**src/rtl/digseg_scan_ctrl.sv**
```systemverilog
`default_nettype none
// +----------------------------------------------------------------------------
// | digseg_scan_ctrl
// | Four-digit multiplexed hex display scanner with a shadow data register
// | that commits only on frame boundaries.
// | Optional: define DIGSEG_LZ_BLANK_EN to blank leading-zero digits.
// | Rev 1.0 - initial release
// +----------------------------------------------------------------------------
module digseg_scan_ctrl #(
  parameter logic [15:0] DIV   = 16'd50000,
  parameter logic [15:0] GUARD = 16'd64
) (
  input  logic        clk,
  input  logic        rst,
  input  logic [15:0] data_i,
  input  logic        load_i,
  output logic        ready_o,
  output logic [3:0]  nibble_o,
  output logic [3:0]  an_o
);

  logic [15:0] r_cnt;
  logic [1:0]  r_idx;
  logic [15:0] r_active;
  logic [15:0] r_shadow;
  logic        r_pending;

  logic w_cnt_wrap;
  logic w_frame_end;
  logic w_accept;
  logic w_blank;

  assign w_cnt_wrap  = (r_cnt == DIV - 16'd1);
  assign w_frame_end = w_cnt_wrap && (r_idx == 2'd3);
  assign w_accept    = load_i && !r_pending;

  always_ff @(posedge clk or negedge rst) begin
    if (!rst) begin
      r_cnt <= 16'd0;
      r_idx <= 2'd0;
    end else if (w_cnt_wrap) begin
      r_cnt <= 16'd0;
      r_idx <= r_idx + 2'd1;
    end else begin
      r_cnt <= r_cnt + 16'd1;
    end
  end

  // Commit and accept are exclusive: accept needs pending clear, commit needs it set.
  always_ff @(posedge clk or negedge rst) begin
    if (!rst) begin
      r_active  <= 16'h0000;
      r_shadow  <= 16'h0000;
      r_pending <= 1'b0;
    end else if (w_frame_end && r_pending) begin
      r_active  <= r_shadow;
      r_pending <= 1'b0;
    end else if (w_accept) begin
      r_shadow  <= data_i;
      r_pending <= 1'b1;
    end
  end

`ifdef DIGSEG_LZ_BLANK_EN
  always_comb begin
    w_blank = 1'b0;
    case (r_idx)
      2'd1:    w_blank = (r_active[15:4]  == 12'h000);
      2'd2:    w_blank = (r_active[15:8]  == 8'h00);
      2'd3:    w_blank = (r_active[15:12] == 4'h0);
      default: w_blank = 1'b0;
    endcase
  end
`else
  assign w_blank = 1'b0;
`endif

  always_comb begin
    nibble_o = 4'h0;
    case (r_idx)
      2'd0:    nibble_o = r_active[3:0];
      2'd1:    nibble_o = r_active[7:4];
      2'd2:    nibble_o = r_active[11:8];
      default: nibble_o = r_active[15:12];
    endcase
  end

  // Anodes stay off during the guard window to hide segment switching ghosting.
  always_comb begin
    an_o = 4'b1111;
    if ((r_cnt >= GUARD) && !w_blank) begin
      an_o[r_idx] = 1'b0;
    end
  end

  assign ready_o = ~r_pending;

endmodule
`default_nettype wire

```
**config.mk**
```make
export PLATFORM = sky130hd
export DESIGN_NAME = digseg_scan_ctrl
export DESIGN_NICKNAME = d
export VERILOG_FILES = /design/src/rtl/digseg_scan_ctrl.sv
export SDC_FILE = /design/constraint.sdc
export NUM_CORES = 1
export LEC_CHECK = 0
export CORE_ASPECT_RATIO = 1.4
export CORE_MARGIN = 10
export CORE_UTILIZATION = 55
export CTS_CLUSTER_SIZE = 20
export DETAILED_ROUTE_END_ITERATION = 10
export HOLD_SLACK_MARGIN = 0.03
export PLACE_DENSITY = 0.79
export SLEW_MARGIN = 20
export SYNTH_ARGS = -nofsm -noshare
export SYNTH_HDL_FRONTEND = slang
export SYNTH_SLANG_ARGS = --single-unit
```
**constraint.sdc**
```tcl
create_clock -name clk -period 2.3 [get_ports clk]
set_clock_uncertainty 0.15 [all_clocks]
set_input_delay 0.23 -clock clk [delete_from_list [all_inputs] [get_ports clk]]
set_output_delay 0.23 -clock clk [all_outputs]
set_load 0.02 [all_outputs]
```
==> Yosys cells after proc, flatten, opt, wreduce, memory -nomap -nowiden <==
Index checks and enable logic that the tools add are counted.
{ "totals": {"reg_bits": 51, "in_bits": 19, "out_inout_bits": 9, "wordCells": 32} }
{ "classes": {"addsub": 2, "order_cmp": 3, "eq_ne": 4, "mux": 7, "bitwise_logic": 3, "reduce_logical": 8} }
{ "op_table": {"columns": ["cell", "count"], "rows": [
  ["$add 16x1->16 const B", 1],
  ["$eq 16x16->1 const B", 1],
  ["$ge 16x7->1 const B", 1],
  ["$mux 16", 1],
  ["$pmux 4 s3", 1],
  ["$eq 2x2->1 const B", 2],
  ["$logic_and 1x1->1", 4],
  ["$mux 4", 1],
  ["$not 4->4", 1],
  ["$lt 2x3->1 const B", 1],
  ["$mux 1", 3],
  ["$add 2x1->2 const B", 1],
  ["$demux 1 s2", 1],
  ["$eq 2x1->1 const B", 1],
  ["$ge 2x1->1 const B", 1],
  ["$logic_not 2->1", 1],
  ["$not 1->1", 2],
  ["$reduce_and 2->1", 1],
  ["$reduce_bool 2->1", 1],
  ["$logic_not 1->1", 1]
]} }

==> Longest topological paths before layout <==
{ "depth": {"depth_word": 6, "ltp_mapped": 6, "ltp_nobuf": 5} }

==> Worst setup path after synthesis <==
No wires, ideal clock.
{ "synth_timing": {"path_type": "reg-to-output", "from": "register r_cnt[10]", "to": "output an_o[0]", "t_arrival_ns": 1.778, "required_time_ns": 1.920, "setup_slack_ns": 0.142, "path_stages_with_launch": 4, "path_buffers": 0, "path_cell_list": "dfrtp_1 > or4_4 > or4_2 > nand2_1"} }
{ "synth_between": {"elab_chain_cells": 2} }
{ "synth_lines": {"columns": ["item", "line", "source"], "rows": [
  ["from (decl)", "22", "logic [15:0] r_cnt;"],
  ["from (signal assigned)", "45", "r_cnt <= r_cnt + 16'd1;"],
  ["$ge 16x7->1", "91", "if ((r_cnt >= GUARD) && !w_blank) begin"],
  ["$mux 4", "91", null],
  ["to (decl)", "19", "output logic [3:0] an_o"]
]} }
No other way between the ends.

==> Worst setup path after layout <==
{ "layout_timing": {"from": "register r_cnt[9]", "to": "output an_o[2]"} }
Same word-level chain as after synthesis.

==> metrics.sh <==
STATUS='finished with violations'
FAILED_CHECKS='setup timing'
FINISH.UTILIZATION=0.720
FMAXACHIEVABLE_GHz=0.414
CP-START-KIND='register'
DIEWIDTH_UM=74.9
WORST_PATH_MAX_DELAY_CELL='or4_4'
DIE_OUTLINE_AREA_UM2=7250
ANTENNA_VIOLATIONS_BEFORE_REPAIR=0
DETAIL-ROUTE-ANTENNA-NETS=0
GP_CONGESTION=0.805
SYN2LAYOUT_AREA_GROWTH_PCT=24.8
CRITICAL-PATH-MAX-STAGE-DELAY_PS=540
CRIT_REQUIRED_PS=1920
FINAL_DESIGN_AREA_NO_FILL_UM2=2890
GRT.OVERFLOW.TOTAL=0
PLACEABLECOREAREA_UM2=4020
CLK_PIN_SLEW_PS=90
SYNTH-SEQ-AREA-SHARE=0.550
NUMBER_OF_NETS_IN_THE_FINAL_LAYOUT=245
ANTENNADIODECOUNT=0
GRT_USAGE=0.135
TIMING.FINAL.HOLD_VIOLATIONS=0
MAX_SLEW_MARGIN=0.674
WORSTSETUPENDPOINTTYPE='primary output'
CTS_INSERTED_BUFFERS=5
ARR_TIME_CRIT_PATH_PS=2030
FLOORPLAN.IO_PINS=28
IR_DROP_mV=0.543
H_TREE_LEVEL_COUNT=2
GRT_START_MAX_NET_PINS=31
FIN_CRIT_PS=2410
POST-DP-HPWL_UM=3360
COUNT_OF_CELL_INSTANCES_TRAVERSED_BY_THE_CRITICAL_PATH=5
YOSYS.AREA.TOP_TYPE_SHARE=0.550
FIRST_PASS_ITERS=4
CP_CELL_SEQUENCE='or4_4 > or4_4 > buf_6 > nand2_2 > buf_6'
NUMBER_OF_FLOPS_MAPPED_TO_ENABLE_CELLS_BY_YOSYS=0
SYNTH-WARNING-COUNT=0
SLEW_VIOLATIONS=0
SYNTHMOSTINSTANTIATEDCELL='dfrtp_1'
POWER.LEAKAGE_uW=0.00138
FINALCRITPERIODSHARE=1.05
CLOCK_TREE_FROM_TRITONCTS='done'
DRC_ERRORS=0
SYNTH_LARGEST_AREA_CELL='dfrtp_1'
CLOCK-SINKS=51
TIMING.MAX_CAP.VIOLATIONS=0
FINAL_LAYOUT_SIZE_SUFFIX_GT1_FRAC=0.326
POST_DETAILED_ROUTE_WIRELENGTH_PER_CELL_UM=16.8
VIAS_PER_CELL=5.69
DESIGN_POWER_TOTAL_uW=1750
PRE_CTS_WS_PS=-420
IO_BUFFERS=27
SYNTHTOPCELLSBYCOUNT='51 x dfrtp_1, 23 x mux2_2, 13 x inv_1'
GRT_FIRST_PASS_WIRELENGTH_UM=7750
WORSTREGTOREGCELLS=5
POST_SYNTH_CELL_TYPES=32
FIRST_GLOBAL_VIAS=1630
POSTSYNTHNETCOUNT=200
INITIAL_UTILIZATION=0.577
MIN_PATH_TYPE='input port to async pin'
FINALWIRELENGTH_UM=4450
DRT-INITIAL-DRC-COUNT=117
GRT_SETUP_UNREPAIRED='true'
NETLIST_INSTANCES=175
POST_SYNTH.CELL_AREA_AVG_UM2=13.2
CRITICAL_PATH.TOP_DELAY_FAMILY='simple AND/OR/NAND/NOR gates'
DETAILROUTE.VIA_COUNT=1502
CRITICAL_PATH_PEAK_FANOUT=4
SYNTH-SEQ-CELLS=51
POSTPLACECELLAREA_UM2=2720
SYNTH_TOP_FLOP_CELL='dfrtp_1'
CRITPATHKIND='register to primary output'
MAXIMUM_CLOCK_INSERTION_BUFFER_COUNT=2
DIE_HEIGHT_UM=96.8
CLK-INSERTION-DELAY-LATE_PS=300
NETLIST_AREA_UM2=2320
WORSTMARGINPINSLEW_PS=488
CORE.ROWCOUNT=27
SYNTHTOPCELLSBYAREA='dfrtp_1 55%, mux2_2 11%, mux2_4 5.8%'
REPORT.FINAL.SETUP_VIOL=4
FINAL.FILL_COUNT=278
CP.BUFFERS_INVERTERS=2
TIMING.FINAL.WS_SETUP_PS=-113
POWER.DENSITY_nW_PER_UM2=605
YS_ASYNC_SR_FRACTION=1.00
CTS_ROOT_BUFFER='clkbuf_8'
==> registers in the layout, summed over array words and instances, names as in the netlist <==
signal / cells
r_shadow: 16
r_cnt: 16
r_idx: 2
r_active: 16
r_pending: 1
==> worst reg2reg max path: stages (launching register included) <==
cell and delay (ps):
dfrtp_1 400, or4_4 550, nor3_4 240, nand4_4 130, buf_12 200, mux2_4 300
==> per-stage QoR <==
stage | instances | hold slack [ps] | TNS [ps]
after floorplan | 175 | -216 | 0
after global placement | 254 | 51.4 | -1500
after detailed placement | 254 | 57.3 | -1650
after CTS | 264 | 264 | -239
after global routing | 264 | 307 | -486
final | 264 | 265 | -225
==> area by class of cell <==
class	count	area (um2)	share of cell area
repair buffers	43	402	0.139
clock inverters	2	60.1	0.0208
flip-flops and latches	51	1280	0.441
multi-input cells	106	981	0.339
inverters	13	48.8	0.0169
well taps	43	53.8	0.0186
clock buffers	6	72.6	0.0251
==> where the power goes <==
group | switching (uW) | internal, uW
Clock | 278 | 434
Combinational | 30.3 | 54.7
Sequential | 20.1 | 932
Total | 328 | 1420
==> routing by layer <==
| metal | vias up | track usage | wire length [um] |
|---|---|---|---|
| li1 | 699 | - | - |
| met1 | 733 | 0.148 | 1620 |
| met2 | 65 | 0.234 | 2470 |
| met3 | 5 | 0.0398 | 298 |
| met4 | 0 | 0.0480 | 60 |
| met5 | - | 0 | 0 |
==> layout by cell type (no fill, tap or decap), types with 2 or more instances in the layout <==
master           count
dfrtp_1             51
mux2_2              23
clkdlybuf4s50_1     18
inv_1               13
buf_4               13
nor2_1              11
mux2_4               9
xnor2_1              8
nand3_1              6
xor2_1               6
clkbuf_8             5
buf_6                5
a222oi_1             4
mux2i_1              4
nand2_1              4
nand4_1              4
or4_4                3
nor4_1               3
ha_1                 3
ha_2                 3
nand2_2              2
nor3_1               2
nor2b_1              2
bufinv_16            2
dlygate4sd2_1        2
==> final timing paths <==
path	startpoint	to	slack, ps
setup reg to reg	r_cnt[10]	r_active[2]	230
max in group asynchronous	rst	r_cnt[14]	970
setup / recovery	r_cnt[9]	an_o[2]	-110
hold / removal	rst	r_shadow[12]	270
min in group clk	r_shadow[11]	r_active[11]	350
hold reg to reg	r_shadow[11]	r_active[11]	350
==> logic make-up (layout without fill, tap and decap cells) <==
logic type / after synthesis / in the layout / share of synthesized area
AO/OA/AOI/OAI: 7 / 7 / 0.0264
multiplexers: 36 / 36 / 0.187
flip-flops: 51 / 51 / 0.550
adder cells (fa/ha/maj): 6 / 6 / 0.0324
buffers and inverters: 18 / 64 / 0.0345
AND/OR/NAND/NOR: 43 / 43 / 0.116
XOR/XNOR: 14 / 14 / 0.0529
==> repair_timing <==
action | in CTS | in global routing
pin swaps | 5 | 2
setup buffers | 1 | 0
gates resized for setup | 33 | 6
endpoints found under the setup margin | 8 | 8
hold buffers | 1 | 0
endpoints found under the hold margin | 21 | 0
(Power assumes the default switching activity.)
